### src/rtl/riscv_pkg.sv
// Shared definitions for the multi-cycle RV32I core: sequencer states,
// datapath width and the default PC vectors.
package riscv_pkg;
  localparam int XLEN = 32;
  localparam logic [XLEN-1:0] RESET_VECTOR_DEF = 32'h0000_0000;
  localparam logic [XLEN-1:0] TRAP_VECTOR_DEF  = 32'h0000_0100;
  localparam logic [XLEN-1:0] PC_STEP          = 32'd4;

  typedef enum logic [2:0] {
    IDLE   = 3'd0,
    FETCH  = 3'd1,
    WAIT   = 3'd2,
    EXEC   = 3'd3,
    HALTED = 3'd4
  } seq_state_t;
endpackage

### src/rtl/next_pc_select.sv
// Next-PC priority mux (trap > jump > branch > sequential) with detection of
// misaligned redirect targets, which are folded into the trap path.
import riscv_pkg::*;

module next_pc_select #(
  parameter logic [XLEN-1:0] TRAP_VECTOR = TRAP_VECTOR_DEF
) (
  input  logic [XLEN-1:0] pc,
  input  logic            trap,
  input  logic            jump,
  input  logic            branch_taken,
  input  logic [XLEN-1:0] jump_target,
  input  logic [XLEN-1:0] branch_target,
  output logic [XLEN-1:0] next_pc,
  output logic            redirect_trap
);
  logic [XLEN-1:0] target;
  logic            redirect;

  always_comb begin
    redirect = 1'b0;
    target   = pc + PC_STEP;
    if (jump) begin
      redirect = 1'b1;
      target   = jump_target;
    end else if (branch_taken) begin
      redirect = 1'b1;
      target   = branch_target;
    end
  end

  // Only the target actually selected is checked for alignment.
  always_comb begin
    redirect_trap = trap || (redirect && (target[1:0] != 2'b00));
    next_pc       = redirect_trap ? TRAP_VECTOR : target;
  end
endmodule

### src/rtl/pc_sequencer.sv
// Fetch/execute sequencer for the non-pipelined RV32I core: owns the PC,
// runs the imem req/gnt/rvalid handshake and retires on ex_done.
import riscv_pkg::*;

module pc_sequencer #(
  parameter logic [XLEN-1:0] RESET_VECTOR = RESET_VECTOR_DEF,
  parameter logic [XLEN-1:0] TRAP_VECTOR  = TRAP_VECTOR_DEF
) (
  input  logic            clk,
  input  logic            reset,
  output logic            imem_req,
  output logic [XLEN-1:0] imem_addr,
  input  logic            imem_gnt,
  input  logic            imem_rvalid,
  input  logic [XLEN-1:0] imem_rdata,
  output logic [XLEN-1:0] instr,
  output logic            instr_valid,
  input  logic            ex_done,
  input  logic            trap,
  input  logic            jump,
  input  logic            branch_taken,
  input  logic            halt,
  input  logic [XLEN-1:0] jump_target,
  input  logic [XLEN-1:0] branch_target,
  output logic [XLEN-1:0] pc_out,
  output logic            trap_taken,
  output logic            halted,
  output logic [XLEN-1:0] instret
);
  seq_state_t      state;
  logic [XLEN-1:0] next_pc;
  logic            redirect_trap;

  next_pc_select #(.TRAP_VECTOR(TRAP_VECTOR)) u_next_pc (
    .pc            (pc_out),
    .trap          (trap),
    .jump          (jump),
    .branch_taken  (branch_taken),
    .jump_target   (jump_target),
    .branch_target (branch_target),
    .next_pc       (next_pc),
    .redirect_trap (redirect_trap)
  );

  // Pure state decode so the request never glitches off the registered state.
  assign imem_req  = (state == FETCH);
  assign imem_addr = pc_out;

  always_ff @(posedge clk or posedge reset) begin
    if (reset) begin
      state       <= IDLE;
      pc_out      <= RESET_VECTOR;
      instr       <= '0;
      instr_valid <= 1'b0;
      trap_taken  <= 1'b0;
      halted      <= 1'b0;
      instret     <= '0;
    end else begin
      instr_valid <= 1'b0;
      trap_taken  <= 1'b0;
      case (state)
        IDLE: state <= FETCH;
        FETCH: begin
          if (imem_gnt) begin
            if (imem_rvalid) begin
              instr       <= imem_rdata;
              instr_valid <= 1'b1;
              state       <= EXEC;
            end else begin
              state <= WAIT;
            end
          end
        end
        WAIT: begin
          if (imem_rvalid) begin
            instr       <= imem_rdata;
            instr_valid <= 1'b1;
            state       <= EXEC;
          end
        end
        EXEC: begin
          if (ex_done) begin
            pc_out     <= next_pc;
            trap_taken <= redirect_trap;
            if (!redirect_trap) instret <= instret + 1'b1;
            if (halt && !redirect_trap) begin
              halted <= 1'b1;
              state  <= HALTED;
            end else begin
              state <= FETCH;
            end
          end
        end
        HALTED: state <= HALTED;
        default: state <= IDLE;
      endcase
    end
  end
endmodule
### config.mk
export PLATFORM = sky130hd
export DESIGN_NAME = pc_sequencer
export DESIGN_NICKNAME = d
export VERILOG_FILES = /design/src/rtl/riscv_pkg.sv /design/src/rtl/next_pc_select.sv /design/src/rtl/pc_sequencer.sv
export SDC_FILE = /design/constraint.sdc
export NUM_CORES = 1
export LEC_CHECK = 0
export ABC_AREA = 1
export BUFFER_PORTS_ARGS = -buffer_cell sky130_fd_sc_hd__buf_2
export CORE_MARGIN = 4
export CORE_UTILIZATION = 40
export CTS_CLUSTER_DIAMETER = 50
export DETAILED_ROUTE_END_ITERATION = 8
export GPL_TIMING_DRIVEN = 0
export PLACE_DENSITY_LB_ADDON = 0.05
export SYNTH_ARGS = -nofsm -noshare
export SYNTH_HDL_FRONTEND = slang
export SYNTH_SLANG_ARGS = --single-unit
### constraint.sdc
create_clock -name clk -period 2.6 [get_ports clk]
set_input_delay 0.13 -clock clk [delete_from_list [all_inputs] [get_ports clk]]
set_output_delay 0.13 -clock clk [all_outputs]
set_load 0.02 [all_outputs]
[After elaboration in Yosys (flattened, before gate mapping)]
Index checks and enable logic that the tools add are counted.
Cells by class
  $add $sub $neg: 2
  equality and inequality tests: 7
  muxes and demuxes: 19
  bitwise operators: 1
  reduce and logical (&&, ||, !) cells: 12
Operators with widths (count)
  32-bit two-way mux: 5
  32-bit one-hot mux with 2 select lines: 1
  32-bit by 1-bit adder with 32-bit output (second input constant): 1
  32-bit by 3-bit adder with 32-bit output (second input constant): 1
  3-bit one-hot mux with 5 select lines: 1
  3-bit two-way mux: 4
  3-bit AND reduction: 3
  1-bit two-way mux: 7
  3-bit by 2-bit equality test with 1-bit output (second input constant): 2
  2-bit inequality test (second input constant): 2
  2-bit AND reduction: 2
  2-bit nonzero test: 2
  3-bit by 1-bit equality test with 1-bit output (second input constant): 1
  3-bit equality test (second input constant): 1
  3-bit logical NOT: 1
  1-bit logical AND: 2
  2-bit by 1-bit inequality test with 1-bit output (second input constant): 1
  1-bit one-hot mux with 2 select lines: 1
  1-bit logical NOT: 1
  1-bit logical OR: 1
  1-bit NOT: 1
Word-level totals
  register bits after elaboration: 102
  input bits: 105
  output and inout port bits: 132
  word-level logic and storage cells: 48

[Depth between registers and ports, before layout]
  depth in word-level cells: 11
  mapped depth: 12
  gate-level depth less buffers: 11

[By module]
Synthesis repeated with hierarchy kept, for this count alone.
Unflattened totals
  cells, all modules: 952
  area total of the unflattened synthesis: 6512.5 sq um
Modules (own cells, without submodules)
  pc_sequencer: times used 1, cells an instance 589, area each 4837.1 sq um, sequential area each 2552.4 sq um
  next_pc_select: times used 1, cells an instance 363, area each 1675.4 sq um, sequential area each 0.0 sq um

[Worst setup path before layout]
Ideal clock, no wire load.
  kind: register to register
  start: register instret[0]
  end: register instret[18]
  setup time: 0.123 ns
  arrival time: 1.744 ns
  required time: 2.477 ns
  setup slack: 0.733 ns
  stages on the path, launching flop included: 9
  path buffers: 0
  clock period less this slack: 1.867 ns
  cell sequence: dfrtp_1 > ha_1 > nand3_1 > nor3_1 > nand2_1 > nor2_1 > nand2_1 > o21ai_0 > nand2_1
Between the ends
  longest elaborated chain between the ends: 1
Ends and longest elaborated chain
  start: declaration: RTL line pc_sequencer.sv:28  | output logic [XLEN-1:0] instret
  start signal: assignment: RTL line pc_sequencer.sv:85  | if (!redirect_trap) instret <= instret + 1'b1;
  32-bit by 1-bit adder with 32-bit output: RTL line pc_sequencer.sv:85
No other way between the ends.
A chain may end at the register's enable or synchronous reset.

[Worst setup path in the final report]
Same ends and word-level chain as after synthesis.

==> flow_summary.yaml <==
global_route:
  grt.overflow.total: 0
  grt_max_degree: 41
  grt_pass1_vias: 6717
  grt_usage: 0.2416
  grt_pass1_wl_um: 35240
  antenna_found_initial: 1
critical_path:
  cpMostUsedCell: "nand2_1"
  arrival_ns: 2.51
  critPathRequiredTime_ns: 2.85
  path_class: "reg2reg"
  setup.worst_path.start_class: "flip-flop"
  r2r-end: "instret[18]"
  cp_top_family: "simple AND/OR/NAND/NOR gates"
  max_stage_delay_ns: 0.51
  rr_worst_depth: 8
  crit_fanout: 6
  cpMaxStageDelayCell: "nor3_1"
  end_kind: "flip-flop"
  timing.reg2reg.setup_slack_ns: 0.34
  crit_chain: "ha_1 > nand3_1 > nor3_1 > nand2_1 > nor2_1 > nand2_1 > o21ai_0 > nand2_1"
  critPathBufInv: 0
  regToRegStartpoint: "instret[0]"
synthesis:
  yosys_warnings: 0
  syn_area_mm2: 0.006497
  synth_ff_type: "dfrtp_1"
  synthArstFlopShare: 1.000
  synthTopCellsByArea: "dfrtp_1 39%, nand2_1 23%, nor2_1 7.5%, o21ai_0 5.3%, nand3_1 4.8%"
  synth.net_count: 1107
  ys_seq_elements: 102
  synth-seq-area-share: 0.3928
  synth_top_area_frac: 0.3928
  yosysMostFrequentCell: "nand2_1"
  ys_types: 30
  avgSynthCellArea_um2: 6.497
  synth_area_leader_cell: "dfrtp_1"
  synth_commonest_cells: "401 x nand2_1, 130 x nor2_1, 102 x dfrtp_1, 69 x inv_1, 69 x o21ai_0"
  syn_inst: 1000
  synth_edf_count: 0
clock_tree:
  post-cts-setup-buffers: 0
  htreeDepth: 3
  clkTransAtPathRegs_ns: 0.08
  cts_tree: "built"
  clockRootBuffer: "clkbuf_16"
  cts_resized: 0
  cts_buffers: 9
  clk-insertion-delay-late_ns: 0.36
  clock_path_buffers: 2
  clock_sinks: 102
route:
  ant_nets: 0
  drt_pass1_iterations: 5
  drt_iter0_markers: 423
  via_per_inst: 4.790
  drc: 0
  detail_route.wirelength_um: 22240
  wl_per_cell_um: 14.81
  vias: 7195
placed_design:
  finalWeightedCongestion: 0.8975
  dpl_cell_area_mm2: 0.007983
  port_buffers: 234
  placedCellCount: 1452
  dp_hpwl_um: 16900
sta:
  max_slew_margin: 0.4367
  hold_viol_final: 0
  tightest_slew_ns: 0.8432
  grt_setup_unrepaired: "no"
  finalSetupTns_ns: 0
  final_max_slew_viol_count: 0
  fin_crit_sh: 0.8703
  skew_ns: 0.006418
  max_freq_mhz: 441.9
  setup_viol: 0
  fin_crit_ns: 2.263
finish:
  final_util: 0.5422
  multi_input_comb_area_mm2: 0.003272
  layout-drive-gt1-share: 0.2405
  nNetsFinal: 1387
  final_area_mm2: 0.008613
  regArea_mm2: 0.002552
  syn_to_final_growth_pct: 32.56
  n_fill_cell: 1654
  instances_no_fill: 1502
floorplanning:
  start_util: 0.4090
  rows: 46
  core_area_mm2: 0.01589
  io_pins: 237
  die_area_mm2: 0.01835
  fp.dieW_um: 135.5
  die_h_um: 135.5
power_and_ir_drop:
  peakVddDrop_uv: 512.9
  pwr_density_cell_mw_per_mm2: 883.8
  power.total_mw: 7.613
  p_leak_nw: 4.506
worst_hold_path:
  whs_path_depth: 3
  hp-start: "imem_gnt"
  hold_path_end: "state[1]"
  min_path_type: "in2reg"
flow_run:
  max_cap_violations: 0
run_status:
  outcome: "completed"
## worst register-to-register path: cells and delay by family, from the launching register on
family                   cells  cell delay, ns
flip-flops                   1            0.44
adder cells (fa/ha/maj)      1            0.22
AO/OA/AOI/OAI                1            0.17
AND/OR/NAND/NOR              6            1.33
## logic make-up after synthesis
| group | count (synthesis) | synth area share |
|---|---|---|
| buf+inv | 138 | 0.1036 |
| flops | 102 | 0.3928 |
| fa+ha+maj | 2 | 0.003851 |
| compound gates | 117 | 0.09455 |
| simple gates | 632 | 0.3930 |
| xor+xnor | 9 | 0.01213 |
## layout make-up
| type | instances | area share |
|---|---|---|
| flip-flops and latches | 102 | 0.2963 |
| clock inverters | 7 | 0.008425 |
| diodes | 1 | 0.0002905 |
| inverters | 72 | 0.03181 |
| repair buffers | 269 | 0.1790 |
| clock buffers | 9 | 0.02615 |
| plain buffers | 66 | 0.04678 |
| multi-input cells | 760 | 0.3799 |
| well taps | 216 | 0.03138 |
## where the power goes
| part | switching (mW) | internal (mW) |
|---|---|---|
| combinational | 2.20 | 1.26 |
| sequential | 0.612 | 2.12 |
| clock | 0.728 | 0.684 |
| total | 3.54 | 4.07 |
## worst max path at each step
| stage | startpoint | endpoint | slack [ns] | cells past startpoint |
|---|---|---|---|---|
| 2_1_floorplan | instret[0] | instret[18] | 0.73 | 8 |
| 3_5_place_dp | instret[0] | instret[18] | 0.37 | 8 |
| 4_1_cts | instret[0] | instret[18] | 0.34 | 8 |
| 6_report | instret[0] | instret[18] | 0.34 | 8 |
| 5_1_grt | instret[0] | instret[18] | 0.1 | 8 |
| 3_3_place_gp | instret[0] | instret[18] | 0.38 | 8 |
## per-layer routing
metal	vias to the layer above	part of all wire	GRT usage
met5	-	0	0
met4	0	0.018	0.07447
met3	27	0.067	0.04532
met2	228	0.47	0.4040
met1	3253	0.44	0.3186
li1	3687	-	-
## layout by cell type, fill, tap and decap left out, types with 7 or more instances in the layout
cell,instances
nor2_1,130
inv_1,68
o21ai_0,69
o21bai_1,8
nand3b_1,9
xor2_1,7
buf_2,244
dfrtp_1,102
dlygate4sd3_1,33
buf_4,36
nand2_1,401
nand3_1,62
clkbuf_1,17
nor3_1,19
o21ai_1,7
a21oi_1,28
clkbuf_16,9
## state kept, by name (all words and copies together) (netlist names)
name and flops:
trap_taken 1, state 3, instr_valid 1, halted 1, instr 32, imem_addr 32, instret 32
## timing repair
action	CTS	global route
hold buffers	33	0
endpoints found under the hold margin	64	0
setup endpoints to repair	0	0
## through the flow
stage,setup slack [ns],hold slack (ns)
floorplan,0.7327,0.2471
global placement,0.3806,0.3305
detailed placement,0.3714,0.3338
CTS,0.3438,0.02384
global route,0.09635,0.05540
finish,0.3373,0.03324
(Power assumes the default switching activity.)
